--- src/rtl/frame_pkg.sv ---
// Shared frame definitions for the frame transmitter and receiver:
// state encoding, CRC-8 parameters, stuffing run length and line levels.
package frame_pkg;

    typedef enum logic [2:0] {
        IDLE,
        START,
        SIZE,
        DATA,
        CRC,
        STOP
    } state_t;

    localparam logic [7:0]  CRC_POLY  = 8'h07;
    localparam logic [7:0]  CRC_INIT  = 8'h00;
    localparam int unsigned STUFF_RUN = 5;
    localparam logic        START_BIT = 1'b1;
    localparam logic        STOP_BIT  = 1'b0;

    // One serial CRC-8 step, MSB-first, no reflection.
    function automatic logic [7:0] crc8_step(input logic [7:0] crc, input logic din);
        logic fb;
        fb = crc[7] ^ din;
        return {crc[6:0], 1'b0} ^ (fb ? CRC_POLY : 8'h00);
    endfunction

endpackage

--- src/rtl/frame_transmit_crc.sv ---
// Serial CRC-8 accumulator: cleared at frame start, one step per enable pulse.
module frame_transmit_crc
    import frame_pkg::*;
(
    input  logic       clk,
    input  logic       reset,
    input  logic       clear,
    input  logic       enable,
    input  logic       din,
    output logic [7:0] crc
);

    always_ff @(posedge clk or posedge reset) begin
        if (reset) begin
            crc <= CRC_INIT;
        end else if (clear) begin
            crc <= CRC_INIT;
        end else if (enable) begin
            crc <= crc8_step(crc, din);
        end
    end

endmodule

--- src/rtl/frame_transmit.sv ---
// Serial frame transmitter: start, 4-bit size, N data bytes, CRC-8, stop.
// Define FRAME_TX_STUFF_EN to insert a complement bit after 5 equal line bits.
module frame_transmit
    import frame_pkg::*;
(
    input  logic       clk,
    input  logic       reset,
    input  logic [7:0] baudrate,
    input  logic       start,
    input  logic [3:0] framesize,
    input  logic [7:0] datain,
    input  logic       data_valid,
    output logic       data_ready,
    output logic       TX,
    output logic       busy,
    output logic       done,
    output logic       underrun
);

    state_t     state, state_next;
    logic [7:0] baud_q, timer;
    logic [2:0] bit_cnt;
    logic [3:0] byte_cnt, n_bytes, fetch_cnt;
    logic [3:0] size_sr;
    logic [7:0] data_sr, hold_data;
    logic       hold_full;
    logic [7:0] crc;
    logic       tick, accept, bit_end, advance, insert, load_byte;
    logic       field_bit, in_field, stuff_active, stuff_bit;

    assign tick   = (timer == baud_q - 8'd1);
    assign accept = start && (state == IDLE);

    always_comb begin
        field_bit = 1'b0;
        case (state)
            SIZE:    field_bit = size_sr[3];
            DATA:    field_bit = data_sr[7];
            CRC:     field_bit = crc[3'd7 - bit_cnt];
            default: field_bit = 1'b0;
        endcase
    end

    assign in_field = (state == SIZE) || (state == DATA) || (state == CRC);

    // A stuff bit keeps the field position frozen; the field advances when it ends.
    assign bit_end = tick && !stuff_active;
    assign advance = (bit_end && !insert) || (tick && stuff_active);

`ifdef FRAME_TX_STUFF_EN
    logic       run_bit;
    logic [2:0] run_cnt, run_cnt_next;

    always_comb begin
        run_cnt_next = 3'd1;
        if (run_cnt != 3'd0 && field_bit == run_bit) begin
            run_cnt_next = run_cnt + 3'd1;
        end
    end

    assign insert    = bit_end && in_field && (run_cnt_next == 3'(STUFF_RUN));
    assign stuff_bit = ~run_bit;

    always_ff @(posedge clk or posedge reset) begin
        if (reset) begin
            stuff_active <= 1'b0;
            run_bit      <= 1'b0;
            run_cnt      <= '0;
        end else if (accept) begin
            stuff_active <= 1'b0;
            run_bit      <= 1'b0;
            run_cnt      <= '0;
        end else if (tick && stuff_active) begin
            stuff_active <= 1'b0;
            run_bit      <= ~run_bit;
            run_cnt      <= 3'd1;
        end else if (bit_end && in_field) begin
            run_bit      <= field_bit;
            run_cnt      <= run_cnt_next;
            stuff_active <= insert;
        end
    end
`else
    assign insert       = 1'b0;
    assign stuff_active = 1'b0;
    assign stuff_bit    = 1'b0;
`endif

    always_ff @(posedge clk or posedge reset) begin
        if (reset) begin
            state <= IDLE;
        end else begin
            state <= state_next;
        end
    end

    always_comb begin
        state_next = state;
        case (state)
            IDLE:    if (start) state_next = START;
            START:   if (advance) state_next = SIZE;
            SIZE:    if (advance && bit_cnt == 3'd3) state_next = (n_bytes == 4'd0) ? CRC : DATA;
            DATA:    if (advance && bit_cnt == 3'd7 && byte_cnt == n_bytes - 4'd1) state_next = CRC;
            CRC:     if (advance && bit_cnt == 3'd7) state_next = STOP;
            STOP:    if (advance) state_next = IDLE;
            default: state_next = IDLE;
        endcase
    end

    always_comb begin
        busy       = (state != IDLE);
        data_ready = busy && !hold_full && (fetch_cnt < n_bytes);
        TX         = 1'b0;
        case (state)
            START:          TX = START_BIT;
            SIZE, DATA, CRC: TX = field_bit;
            STOP:           TX = STOP_BIT;
            default:        TX = 1'b0;
        endcase
        if (stuff_active) begin
            TX = stuff_bit;
        end
    end

    assign load_byte = advance &&
        ((state == SIZE && bit_cnt == 3'd3 && n_bytes != 4'd0) ||
         (state == DATA && bit_cnt == 3'd7 && byte_cnt != n_bytes - 4'd1));

    always_ff @(posedge clk or posedge reset) begin
        if (reset) begin
            done      <= 1'b0;
            underrun  <= 1'b0;
            baud_q    <= 8'd1;
            timer     <= '0;
            bit_cnt   <= '0;
            byte_cnt  <= '0;
            n_bytes   <= '0;
            fetch_cnt <= '0;
            size_sr   <= '0;
            data_sr   <= '0;
            hold_data <= '0;
            hold_full <= 1'b0;
        end else begin
            done <= (state == STOP) && advance;
            if (accept) begin
                baud_q    <= (baudrate == 8'd0) ? 8'd1 : baudrate;
                n_bytes   <= framesize;
                size_sr   <= framesize;
                timer     <= '0;
                bit_cnt   <= '0;
                byte_cnt  <= '0;
                fetch_cnt <= '0;
                hold_full <= 1'b0;
                underrun  <= 1'b0;
            end else if (busy) begin
                timer <= tick ? 8'd0 : timer + 8'd1;
                if (advance) begin
                    case (state)
                        SIZE: begin
                            size_sr <= {size_sr[2:0], 1'b0};
                            bit_cnt <= (bit_cnt == 3'd3) ? 3'd0 : bit_cnt + 3'd1;
                        end
                        DATA: begin
                            data_sr <= {data_sr[6:0], 1'b0};
                            bit_cnt <= bit_cnt + 3'd1;
                            if (bit_cnt == 3'd7) byte_cnt <= byte_cnt + 4'd1;
                        end
                        CRC:     bit_cnt <= bit_cnt + 3'd1;
                        default: bit_cnt <= '0;
                    endcase
                end
                if (load_byte) begin
                    data_sr   <= hold_full ? hold_data : 8'h00;
                    hold_full <= 1'b0;
                    if (!hold_full) underrun <= 1'b1;
                end
                // Fetch after the byte-boundary load so an empty register refills in the same cycle.
                if (data_valid && data_ready) begin
                    hold_data <= datain;
                    hold_full <= 1'b1;
                    fetch_cnt <= fetch_cnt + 4'd1;
                end
            end
        end
    end

    frame_transmit_crc u_crc (
        .clk    (clk),
        .reset  (reset),
        .clear  (accept),
        .enable (bit_end && (state == SIZE || state == DATA)),
        .din    (field_bit),
        .crc    (crc)
    );

endmodule

--- config.mk ---
export PLATFORM = sky130hd
export DESIGN_NAME = frame_transmit
export DESIGN_NICKNAME = d
export VERILOG_FILES = /design/src/rtl/frame_pkg.sv /design/src/rtl/frame_transmit_crc.sv /design/src/rtl/frame_transmit.sv
export SDC_FILE = /design/constraint.sdc
export NUM_CORES = 1
export LEC_CHECK = 0
export CAP_MARGIN = 20
export CORE_MARGIN = 5
export CORE_UTILIZATION = 59
export DETAILED_ROUTE_END_ITERATION = 8
export PLACE_DENSITY_LB_ADDON = 0.2
export SKIP_LAST_GASP = 1
export SLEW_MARGIN = 15
export SYNTH_ARGS = -nofsm -noshare
export SYNTH_HDL_FRONTEND = slang
export SYNTH_SLANG_ARGS = --single-unit
--- constraint.sdc ---
create_clock -name clk -period 3.67 [get_ports clk]
set_clock_uncertainty 0.1 [all_clocks]
set_input_delay 0.734 -clock clk [delete_from_list [all_inputs] [get_ports clk]]
set_output_delay 0.734 -clock clk [all_outputs]
set_load 0.02 [all_outputs]
Word level (Yosys, flattened, before mapping)
Cells that the tools add are included.
{"block": "word_totals", "regBits": 65}
{"block": "classes", "add_sub_neg": 7, "order_cmp": 2, "n_eq_ne": 17, "mux": 48, "bitwise_logic": 3, "reduce_logical": 44}
{"op": "2-to-1 mux 8 bit", "n": 10}
{"op": "2-to-1 mux 4 bit", "n": 12}
{"op": "2-to-1 mux 3 bit", "n": 12}
{"op": "nonzero test 2 bit", "n": 10}
{"op": "one-hot mux 3 bit (6 select lines)", "n": 1}
{"op": "logical AND 1 bit", "n": 14}
{"op": "equality test 3 x 2 -> 1 bit, second input constant", "n": 3}
{"op": "equality test 3 bit, second input constant", "n": 3}
{"op": "2-to-1 mux 1 bit", "n": 9}
{"op": "AND reduction 3 bit", "n": 3}
{"op": "adder 4 x 1 -> 4 bit, second input constant", "n": 2}
{"op": "adder 8 x 1 -> 8 bit, second input constant", "n": 1}
{"op": "equality test 8 bit", "n": 1}
{"op": "logical NOT 8 bit", "n": 1}
{"op": "!= test 2 bit, second input constant", "n": 4}
{"op": "AND reduction 4 bit", "n": 2}
{"op": "subtractor 8 x 1 -> 8 bit, second input constant", "n": 1}
{"op": "XOR 8 bit", "n": 1}
{"op": "!= test 2 x 1 -> 1 bit, second input constant", "n": 3}
{"op": "one-hot mux 3 bit (2 select lines)", "n": 1}
{"op": "AND reduction 2 bit", "n": 3}
{"op": "AND reduction 6 bit", "n": 1}
{"op": "nonzero test 3 bit", "n": 2}
{"op": "equality test 4 bit", "n": 1}
{"op": "other kinds (19)", "n": 20}

Logic depth before layout (Yosys ltp)
{"block": "depth", "depth_word": 9, "mapped_depth": 9}

Cells and area by module
From an unflattened synthesis, not the netlist that was laid out.
{"block": "unflattened", "cells_unflattened": 371, "area_unflattened_um2": 3713.6}
{"mod": "frame_transmit", "instances": 1, "cells_each": 338, "area_per_inst_um2": 3337.0, "seq_area_each_um2": 1427.6}
{"mod": "frame_transmit_crc", "instances": 1, "cells_each": 33, "area_per_inst_um2": 376.6, "seq_area_each_um2": 200.2}

Worst setup path before layout
No wires, ideal clock.
{"block": "synth_timing", "kind": "register -> register", "from": "register baud_q[0]", "to": "register data_sr[1]", "setup_time_ps": 125, "t_arrival_ps": 2389, "required_time_ps": 3445, "slack_ps": 1056, "stages_incl_launch_ff": 10, "n_path_buf": 1, "cell_sequence": "dfstp_2 > inv_1 > ha_1 > o21ba_1 > a221oi_2 > nor2_1 > a211oi_4 > nor2b_4 > buf_8 > mux2_4"}
{"block": "synth_between", "elab_chain_len": 5}
{"element": "start, declared", "line_no": "frame_transmit.sv:21", "source": "logic [7:0] baud_q, timer;"}
{"element": "start signal, assigned", "line_no": "frame_transmit.sv:146", "source": "baud_q <= (baudrate == 8'd0) ? 8'd1 : baudrate;"}
{"element": "subtractor 8 x 1 -> 8 bit (*)", "line_no": "frame_transmit.sv:31", "source": "assign tick = (timer == baud_q - 8'd1);"}
{"element": "equality test 8 bit (*)", "line_no": "frame_transmit.sv:31"}
{"element": "logical AND 1 bit", "line_no": "frame_transmit.sv:125", "source": "assign load_byte = advance &&"}
{"element": "nonzero test 2 bit (no source line)"}
{"element": "AND reduction 4 bit (no source line)"}
{"element": "end signal, assigned", "line_no": "frame_transmit.sv:164", "source": "data_sr <= {data_sr[6:0], 1'b0};"}
{"element": "end signal, assigned", "line_no": "frame_transmit.sv:173", "source": "data_sr <= hold_full ? hold_data : 8'h00;"}
{"element": "end, declared", "line_no": "frame_transmit.sv:25", "source": "logic [7:0] data_sr, hold_data;"}
Mark *: on every way between the ends. The rest lies on a longest branch, timed or not.
A chain may end at the register's enable or synchronous reset.

Worst setup path after layout
{"block": "layout_timing", "from": "register bit_cnt[1]", "to": "output TX"}
{"block": "layout_between", "elab_chain_len": 5}
{"element": "start, declared", "line_no": "frame_transmit.sv:22", "source": "logic [2:0] bit_cnt;"}
{"element": "start signal, assigned", "line_no": "frame_transmit.sv:161", "source": "bit_cnt <= (bit_cnt == 3'd3) ? 3'd0 : bit_cnt + 3'd1;"}
{"element": "start signal, assigned", "line_no": "frame_transmit.sv:165", "source": "bit_cnt <= bit_cnt + 3'd1;"}
{"element": "start signal, assigned", "line_no": "frame_transmit.sv:168", "source": "CRC: bit_cnt <= bit_cnt + 3'd1;"}
{"element": "subtractor 3 bit", "line_no": "frame_transmit.sv:39", "source": "CRC: field_bit = crc[3'd7 - bit_cnt];"}
{"element": "binary-select mux 1 bit (select 3 bit)", "line_no": "frame_transmit.sv:39"}
{"element": "2-to-1 mux 1 bit (not written as such)", "line_no": "frame_transmit.sv:39"}
{"element": "one-hot mux 1 bit (3 select lines)", "line_no": "frame_transmit.sv:36", "source": "case (state)"}
{"element": "one-hot mux 1 bit (2 select lines)", "line_no": "frame_transmit.sv:114", "source": "case (state)"}
{"element": "end, declared", "line_no": "frame_transmit.sv:14", "source": "output logic TX,"}
Every way passes these cells. The select of a mux whose other input is x is not followed.

==> flow_metrics.tcl <==
set metrics [dict create \
    status "finished clean" \
    fin_crit_sh_pct 89.06 \
    globalRoute.busiestLayer "met2" \
    clkSlewWorstSetupHoldPaths_ps 80 \
    synthAdderAreaFrac_pct 4.305 \
    cts.sinks 65 \
    criticalPathCategory "reg -> out" \
    ys_seq_area_share_pct 43.08 \
    viasPerCell 5.697 \
    synth_area_leaders "dfrtp_1 42%, nand2_1 8.7%, mux2i_1 5.3%" \
    gp_congestion 0.8474 \
    rows 29 \
    pin_count 29 \
    root_buffer "clkbuf_8" \
    p_sw_mw 0.4428 \
    gr-total-overflow 0 \
    crit_chain "mux4_2 > mux2_2 > nand2_1 > mux2_2 > o22ai_1 > clkdlybuf4s50_1" \
    post-route-min-period_ps 3268 \
    pwr-share-comb_pct 12.6 \
    synth.net_count 430 \
    dp.final_hpwl_mm 5.694 \
    synth-edff-count 0 \
    fp.coreArea_sq_um 6277 \
    fillerInstances 488 \
    postRouteAntennaNets 0 \
    avgSynthCellArea_sq_um 9.615 \
    postCtsHoldBufs 0 \
    p_leak_nw 1.992 \
    async_reset_ff_share_pct 100.0 \
    cp-start-kind "flip-flop" \
    syn_area_sq_um 3779 \
    use_met2_pct 34.33 \
    post_cts_buffers 0 \
    crit_top_cell "mux2_2" \
    synthMuxAreaShare_pct 8.675 \
    cts_htree_levels 3 \
    die_y_um 90.03 \
    grt_util_met1_pct 26.99 \
    synth_common_cells "88 x nand2_1, 64 x dfrtp_1, 20 x mux2i_1" \
    rsz0062_at_grt "no" \
    io_buffers 28 \
    power_density_nw_per_um2 405.6 \
    vias 2860 \
    switching_share_pct 25.10 \
    synth_top_area_share_pct 42.38 \
    yosys.area_share.simple_pct 20.07 \
    relSlewSlack_pct 34.57 \
    cts_buffers 9 \
    antennaDiodeCount 0 \
    finalHoldViolations 0 \
    crit_required_ps 2840 \
    fin_tns_setup_ps 0 \
    power_frac_seq_pct 47.1 \
    drtIter0Drc 259 \
    yosysWarnings 0 \
    dieWidth_um 90.03 \
    power.internal_mw 1.321 \
    clk_latency_ps 350 \
    min_path_type "reg -> reg" \
    area_growth_pct 15.10 \
    netlist_instances 393 \
    ir_drop_mv 0.3234 \
    grt_max_degree 35 \
    worstPathArrival_ps 2430 \
    worstMarginPinSlew_ps 979.1 \
    drc 0 \
    yosysMostFrequentCell "nand2_1" \
    start_util_pct 60.20 \
    p_clk_share_pct 40.3 \
    final_nets 458 \
    grt_pass1_vias 2909 \
    critPathSlowestCell "clkdlybuf4s50_1" \
    synth-compound-area-share_pct 14.07 \
    yosysUniqueCellTypes 64 \
    antenna_found_initial 0 \
    post_cts_resized 0 \
    grt_pass1_wl_mm 13.75 \
    cts_tree "built" \
    timing.final.max_slew_violations 0 \
    synth_top_family_by_area "simple AND/OR/NAND/NOR gates" \
    synth_xor_area_share_pct 5.563 \
    cp-end-kind "primary output" \
    p_total_mw 1.764 \
    synth_seq_cells 65 \
    routed_wl_mm 8.115 \
    synth_area_leader_cell "dfrtp_1" \
    path_max_fanout 4 \
    routedWlPerCell_um 16.17 \
    clock_path_buffers 2 \
    dieArea_sq_um 8105 \
    drt-pass1-iter-count 4 \
    grtUsageTotal_pct 20.67 \
    synth_ff_type "dfrtp_1" \
    max_cap_violations 0 \
    fmax_mhz 306.0 \
    gr-usage-met3_pct 3.422 \
    slowest_delay_ps 560 \
    setup_viol 0 \
    drive_above_1_share_pct 11.53 \
]
[cells by family after synthesis]
group | after synthesis
compound gates | 71
xor+xnor | 24
fa+ha+maj | 13
buf+inv | 35
flops | 65
mux | 28
simple gates | 157
[through the flow]
| step | setup WS (ps) | cells | instance area (sq um) | hold WS [ps] | utilization [%] |
|---|---|---|---|---|---|
| after floorplan | 1056 | 393 | 3779 | 337.4 | - |
| after global placement | 816.8 | 487 | 4120 | 354.7 | 65.64 |
| after detailed placement | 778.4 | 487 | 4120 | 355.0 | 65.64 |
| after CTS | 392.8 | 502 | 4349 | 372.9 | 69.28 |
| after global routing | 332.6 | 502 | 4349 | 398.8 | 69.28 |
| final | 401.6 | 502 | 4349 | 369.8 | 69.28 |
[critical path, delay by kind of cell, from the launching register on]
kind / cells / cell delay [ps]
AO/OA/AOI/OAI: 1 / 70
multiplexers: 3 / 950
AND/OR/NAND/NOR: 1 / 70
buffers and inverters: 1 / 560
flip-flops: 1 / 440
[sequential cells by signal, summed over array words and instances (netlist names), 3 cells and up]
name and cells:
byte_cnt 4, hold_data 8, fetch_cnt 4, data_sr 8, n_bytes 4, u_crc.crc 8, state 3, bit_cnt 3
timer 8, baud_q 8, size_sr 4
[area by class of cell]
type | instances | area, sq um | share of cell area [%]
Clock inverter | 2 | 60.06 | 1.381
Timing Repair Buffer | 34 | 337.8 | 7.768
Inverter | 18 | 67.56 | 1.554
Clock buffer | 13 | 168.9 | 3.884
Tap cell | 77 | 96.34 | 2.215
Sequential cell | 65 | 1628 | 37.43
Multi-Input combinational cell | 293 | 1991 | 45.77
[layer usage]
metal / vias up / share of wire [%]
li1: 1421 / -
met1: 1367 / 45
met2: 61 / 50
met4: 0 / 1.4
met5: - / 0
met3: 11 / 3.2
[power groups by stage]
stage,clock (mW),combinational [mW],sequential (mW)
after floorplan,0,0.166,0.822
after global placement,0,0.212,0.843
after detailed placement,0,0.221,0.844
after CTS,0.722,0.225,0.831
after global routing,0.752,0.255,0.840
final,0.712,0.222,0.830
[cells in the final DEF, fill, tap and decap left out, types with 4 or more instances in the layout]
cell,netlist,layout
nand2b_1,7,7
mux2_4,4,4
inv_1,18,17
o21ai_0,15,15
dfrtp_1,64,64
nor3_1,5,5
clkdlybuf4s50_1,0,28
nand3_1,4,4
mux2i_1,20,20
and2_1,5,5
buf_4,0,5
xnor2_1,15,15
nand2_1,88,88
a21o_1,6,6
a21oi_1,14,14
xor2_1,9,9
o22ai_1,4,4
and3_1,6,6
nor2_1,13,13
ha_1,13,13
clkbuf_8,0,12
nand4_1,8,8
[path summary, 6_finish.rpt]
path | slack (ps) | cells past startpoint | from | end
setup / recovery | 400 | 6 | bit_cnt[1] | TX
max in group asynchronous | 2090 | 3 | reset | baud_q[0]
hold / removal | 370 | 2 | hold_data[6] | hold_data[6]
setup reg to reg | 770 | 9 | baud_q[0] | data_sr[1]
min in group asynchronous | 710 | 2 | reset | fetch_cnt[1]
hold reg to reg | 370 | 2 | hold_data[6] | hold_data[6]
Note: power is estimated with default switching activity, not from simulation.
